[src/rtl/comb_stim_seq.sv]
// Stimulus sequencer: sweeps all eight {b3,b2,b1} patterns into comb_complex and packs b4 into resp_o.
// Optional result checker enabled by defining COMB_STIM_SEQ_CHECK_EN.
module comb_stim_seq #(
   parameter int unsigned DWELL  = 4,
   parameter logic [7:0]  EXPECT = 8'hF8
) (
   input  logic       clk_i,
   input  logic       rst_i,
   input  logic       start_i,
   output logic       b1_o,
   output logic       b2_o,
   output logic       b3_o,
   input  logic       b4_i,
   output logic       busy_o,
   output logic       done_o,
   output logic [7:0] resp_o,
   output logic       mismatch_o
);

   typedef enum logic [1:0] {IDLE, DRIVE, DONE} state_t;

   localparam logic [7:0] DWELL_LAST = 8'(DWELL - 1);

   state_t     state;
   logic [2:0] k;
   logic [7:0] cnt;
   logic [2:0] next_k;
   logic [7:0] final_resp;

   assign next_k = k + 3'd1;

   // Includes the sample being taken this cycle, so the last pattern is part of the compare.
   always_comb begin
      final_resp    = resp_o;
      final_resp[k] = b4_i;
   end

`ifdef COMB_STIM_SEQ_CHECK_EN
   logic mismatch_q;
   assign mismatch_o = mismatch_q;
`else
   logic unused_final_resp;
   assign unused_final_resp = ^final_resp ^ ^EXPECT;
   assign mismatch_o = 1'b0;
`endif

   always_ff @(posedge clk_i) begin
      if (rst_i) begin
         state  <= IDLE;
         k      <= 3'd0;
         cnt    <= 8'd0;
         b1_o   <= 1'b0;
         b2_o   <= 1'b0;
         b3_o   <= 1'b0;
         busy_o <= 1'b0;
         done_o <= 1'b0;
         resp_o <= 8'h00;
`ifdef COMB_STIM_SEQ_CHECK_EN
         mismatch_q <= 1'b0;
`endif
      end else begin
         done_o <= 1'b0;
         case (state)
            IDLE: begin
               if (start_i) begin
                  state  <= DRIVE;
                  k      <= 3'd0;
                  cnt    <= 8'd0;
                  {b3_o, b2_o, b1_o} <= 3'd0;
                  busy_o <= 1'b1;
                  resp_o <= 8'h00;
`ifdef COMB_STIM_SEQ_CHECK_EN
                  mismatch_q <= 1'b0;
`endif
               end
            end
            DRIVE: begin
               if (cnt == DWELL_LAST) begin
                  resp_o[k] <= b4_i;
                  cnt       <= 8'd0;
                  if (k == 3'd7) begin
                     state  <= DONE;
                     busy_o <= 1'b0;
                     done_o <= 1'b1;
                     {b3_o, b2_o, b1_o} <= 3'd0;
`ifdef COMB_STIM_SEQ_CHECK_EN
                     mismatch_q <= (final_resp != EXPECT);
`endif
                  end else begin
                     k <= next_k;
                     {b3_o, b2_o, b1_o} <= next_k;
                  end
               end else begin
                  cnt <= cnt + 8'd1;
               end
            end
            DONE:    state <= IDLE;
            default: state <= IDLE;
         endcase
      end
   end

endmodule
[config.mk]
export PLATFORM = sky130hd
export DESIGN_NAME = comb_stim_seq
export DESIGN_NICKNAME = d
export VERILOG_FILES = /design/src/rtl/comb_stim_seq.sv
export SDC_FILE = /design/constraint.sdc
export NUM_CORES = 1
export LEC_CHECK = 0
export ABC_CLOCK_PERIOD_IN_PS = 3550
export BUFFER_PORTS_ARGS = -buffer_cell sky130_fd_sc_hd__buf_2
export CAP_MARGIN = 20
export CORE_MARGIN = 2
export CORE_UTILIZATION = 59
export DETAILED_ROUTE_END_ITERATION = 7
export PLACE_DENSITY = 0.88
export SYNTH_ARGS = -nofsm -noshare
export SYNTH_HDL_FRONTEND = slang
export SYNTH_SLANG_ARGS = --single-unit
[constraint.sdc]
create_clock -name clk_i -period 3.55 [get_ports clk_i]
set_input_delay 0.8875 -clock clk_i [delete_from_list [all_inputs] [get_ports clk_i]]
set_output_delay 0.8875 -clock clk_i [all_outputs]
set_load 0.02 [all_outputs]
==> reports/metrics.yaml <==
routing:
  dr.pass1.iters: 5
  ant_nets: 0
  vias: 1206
  via_per_inst: 6.66
  wire_per_inst_um: 16.4
  drt_wl_total_mm: 2.97
  drt-initial-drc-count: 77
  drc: 0
pwr:
  clockPowerShare_pct: 30.0
  p_leak_uw: 0.000536
  p_seq_share_pct: 60.2
  p_int_uw: 372
  vdd_drop_max_mv: 0.241
  power.switching_uw: 128
  cellPowerDensity_mw_per_mm2: 367
  swShare_pct: 25.6
  combPwrFrac_pct: 9.8
clock_network:
  cts_root_buf: "clkbuf_4"
  postCtsHoldBufs: 0
  worstSkewPairLatency_ns: 0.32
  clock_path_buffers: 2
  cts_buffers: 3
  cts_tree: "yes"
  postCtsSetupRepairBufs: 0
  cts.sinks: 26
  cts.repair.resized: 0
  cts.clk_slew.worst_paths_ns: 0.14
  htreeDepth: 1
die:
  die_h_um: 50.7
  die_w_um: 50.7
  start_util_pct: 64.2
  coreArea_mm2: 0.00200
  rows: 16
  pin_count: 18
  die_area_mm2: 0.00257
yosys:
  synth_fp_nets: 153
  synthDistinctLibCells: 42
  yosys.area.top_type_share_pct: 40.5
  yosys_warnings: 0
  synth.area.top_cells: "dfxtp_1 41%, o311ai_0 5.5%, o21ai_0 4.3%"
  synthesis.area_mm2: 0.00128
  synth_edf_count: 0
  synth_top_area_cell: "dfxtp_1"
  synthArstFlopShare_pct: 0
  synth_top_flop_cell: "dfxtp_1"
  ys_seq_area_share_pct: 40.5
  syn-instance-count: 146
  syn_avg_cell_area_um2: 8.80
  ys_seq_elements: 26
worst_setup_path:
  crit_chain: "ha_1 > or4b_4 > o21a_1 > and4_1 > a311o_1"
  crit_start: "cnt[0]"
  slowest_delay_ns: 0.51
  arrival_ns: 2.46
  critPathLaunchType: "register"
  end_kind: "register"
  crit_required_ns: 3.78
  path_class: "register to register"
  crit_fanout: 16
  r2r-start: "cnt[0]"
  crit_slowest_cell: "or4b_4"
timing:
  slew_headroom_pct: 36.6
  fin_crit_ns: 2.23
  report.final.hold_viol_count: 0
  max_slew.worst_pin.slew_ns: 0.950
  fin_skew_ns: 0.00418
  rsz0062_at_grt: "false"
  tns_ns: 0
  fin_crit_sh_pct: 62.9
  fmax_mhz: 448
  holdWs_ns: 0.501
  slew_viol_final: 0
  setup_viol: 0
place:
  io_buffers: 16
  dp_hpwl_mm: 2.06
  dpl_cell_area_mm2: 0.00133
  dp.cells: 177
  gp_congestion: 0.914
global_route:
  gr-usage-all-layers_pct: 25.3
  grt_pass1_vias: 1064
  grt_antenna_before_repair: 0
  grt_pass1_wl_mm: 4.95
  grt_max_degree: 18
  grt.overflow.total: 0
layout:
  final_cell_area_mm2: 0.00137
  final_cells: 181
  diodes: 0
  area_delta_synth_final_pct: 6.23
  finalNetCount: 162
  drive_gt1_share_pct: 17.5
hold_path:
  hold_path.class: "register to register"
  worstHoldStart: "b1_o"
status:
  status: "finished, final reports clean"
flow_run:
  maxCapViolations: 0
==> worst max-delay path: cells and delay by family, from the launching register on <==
family | cells | cell delay, ns
AND/OR/NAND/NOR | 2 | 0.78
adder cells (fa/ha/maj) | 1 | 0.24
flip-flops | 1 | 0.44
AO/OA/AOI/OAI | 2 | 0.67
==> placed cells by master, fill, tap and decap left out, types with 2 or more instances in the layout <==
cell,n
ha_1,3
nor4_1,2
nand2b_1,3
inv_1,4
nand3_1,6
nand4_1,8
o311ai_0,8
a21oi_1,6
o31ai_1,2
xor2_1,3
and3_1,2
o21ai_0,11
nor2_1,7
buf_2,16
nand2_1,8
dfxtp_1,26
o211ai_1,2
nor3_1,4
or4_1,2
o21a_1,4
a31oi_1,5
clkbuf_4,3
==> flip-flops by register name (all words and copies together), names as in the netlist <==
name    cells
state       2
busy_o      1
b1_o        1
k           3
b2_o        1
done_o      1
resp_o      8
b3_o        1
cnt         8
==> Yosys cell counts, types with 2 or more instances <==
cell type,n
dfxtp_1,26
o21ai_0,11
nand2_1,8
nand4_1,8
o311ai_0,8
nor2_1,7
a21oi_1,6
clkbuf_1,6
nand3_1,6
a31oi_1,5
inv_1,4
nor3_1,4
o21a_1,4
ha_1,3
nand2b_1,3
xor2_1,3
and3_1,2
buf_2,2
buf_4,2
buf_6,2
nor4_1,2
o211ai_1,2
o31ai_1,2
or4_1,2
==> stage by stage <==
step                      setup slack [ns]  total power [µW]  util (%)
after floorplan                       1.48               347         -
after global placement                1.42               353      66.4
after detailed placement              1.32               355      66.4
after CTS                             1.32               501      68.2
after global routing                  1.08               517      68.2
final                                 1.32               500      68.2
==> cell type report <==
class	count	area, µm²
Inverter	4	15.0
Tap cell	27	33.8
Fill cell	175	637
Multi-Input combinational cell	104	679
Timing Repair Buffer	16	80.1
Sequential cell	26	520
Clock buffer	4	36.3
==> path summary, 6_finish.rpt <==
check           end  slack [ns]  cells past startpoint
max          cnt[6]        1.32                      5
min            b1_o        0.50                      2
max reg2reg  cnt[6]        1.32                      5
min reg2reg    b1_o        0.50                      2
==> per-layer routing <==
layer  vias up  track usage, %  wire length [µm]
met5         -               0                 0
met4         0            8.56                68
met2        60            40.1              1350
met1       560            35.1              1320
met3        12            3.87               237
li1        574               -                 -
==> power groups by stage <==
| stage | sequential, µW | combinational [µW] | clock [µW] |
|---|---|---|---|
| 5_1_grt | 302 | 53.9 | 161 |
| 6_report | 301 | 49.0 | 150 |
| 3_3_place_gp | 307 | 45.7 | 0 |
| 3_5_place_dp | 308 | 47.9 | 0 |
| 2_1_floorplan | 309 | 38.6 | 0 |
| 4_1_cts | 301 | 48.1 | 151 |
==> cell families (layout without fill, tap and decap cells) <==
family | count (synthesis) | in the layout | share of synthesized area [%]
AND/OR/NAND/NOR | 52 | 52 | 24.0
other | 1 | 1 | 0.292
AO/OA/AOI/OAI | 45 | 45 | 23.7
XOR/XNOR | 3 | 3 | 2.05
flip-flops | 26 | 26 | 40.5
buffers and inverters | 16 | 24 | 6.62
adder cells (fa/ha/maj) | 3 | 3 | 2.92
Power figures use the tool's default switching activity.
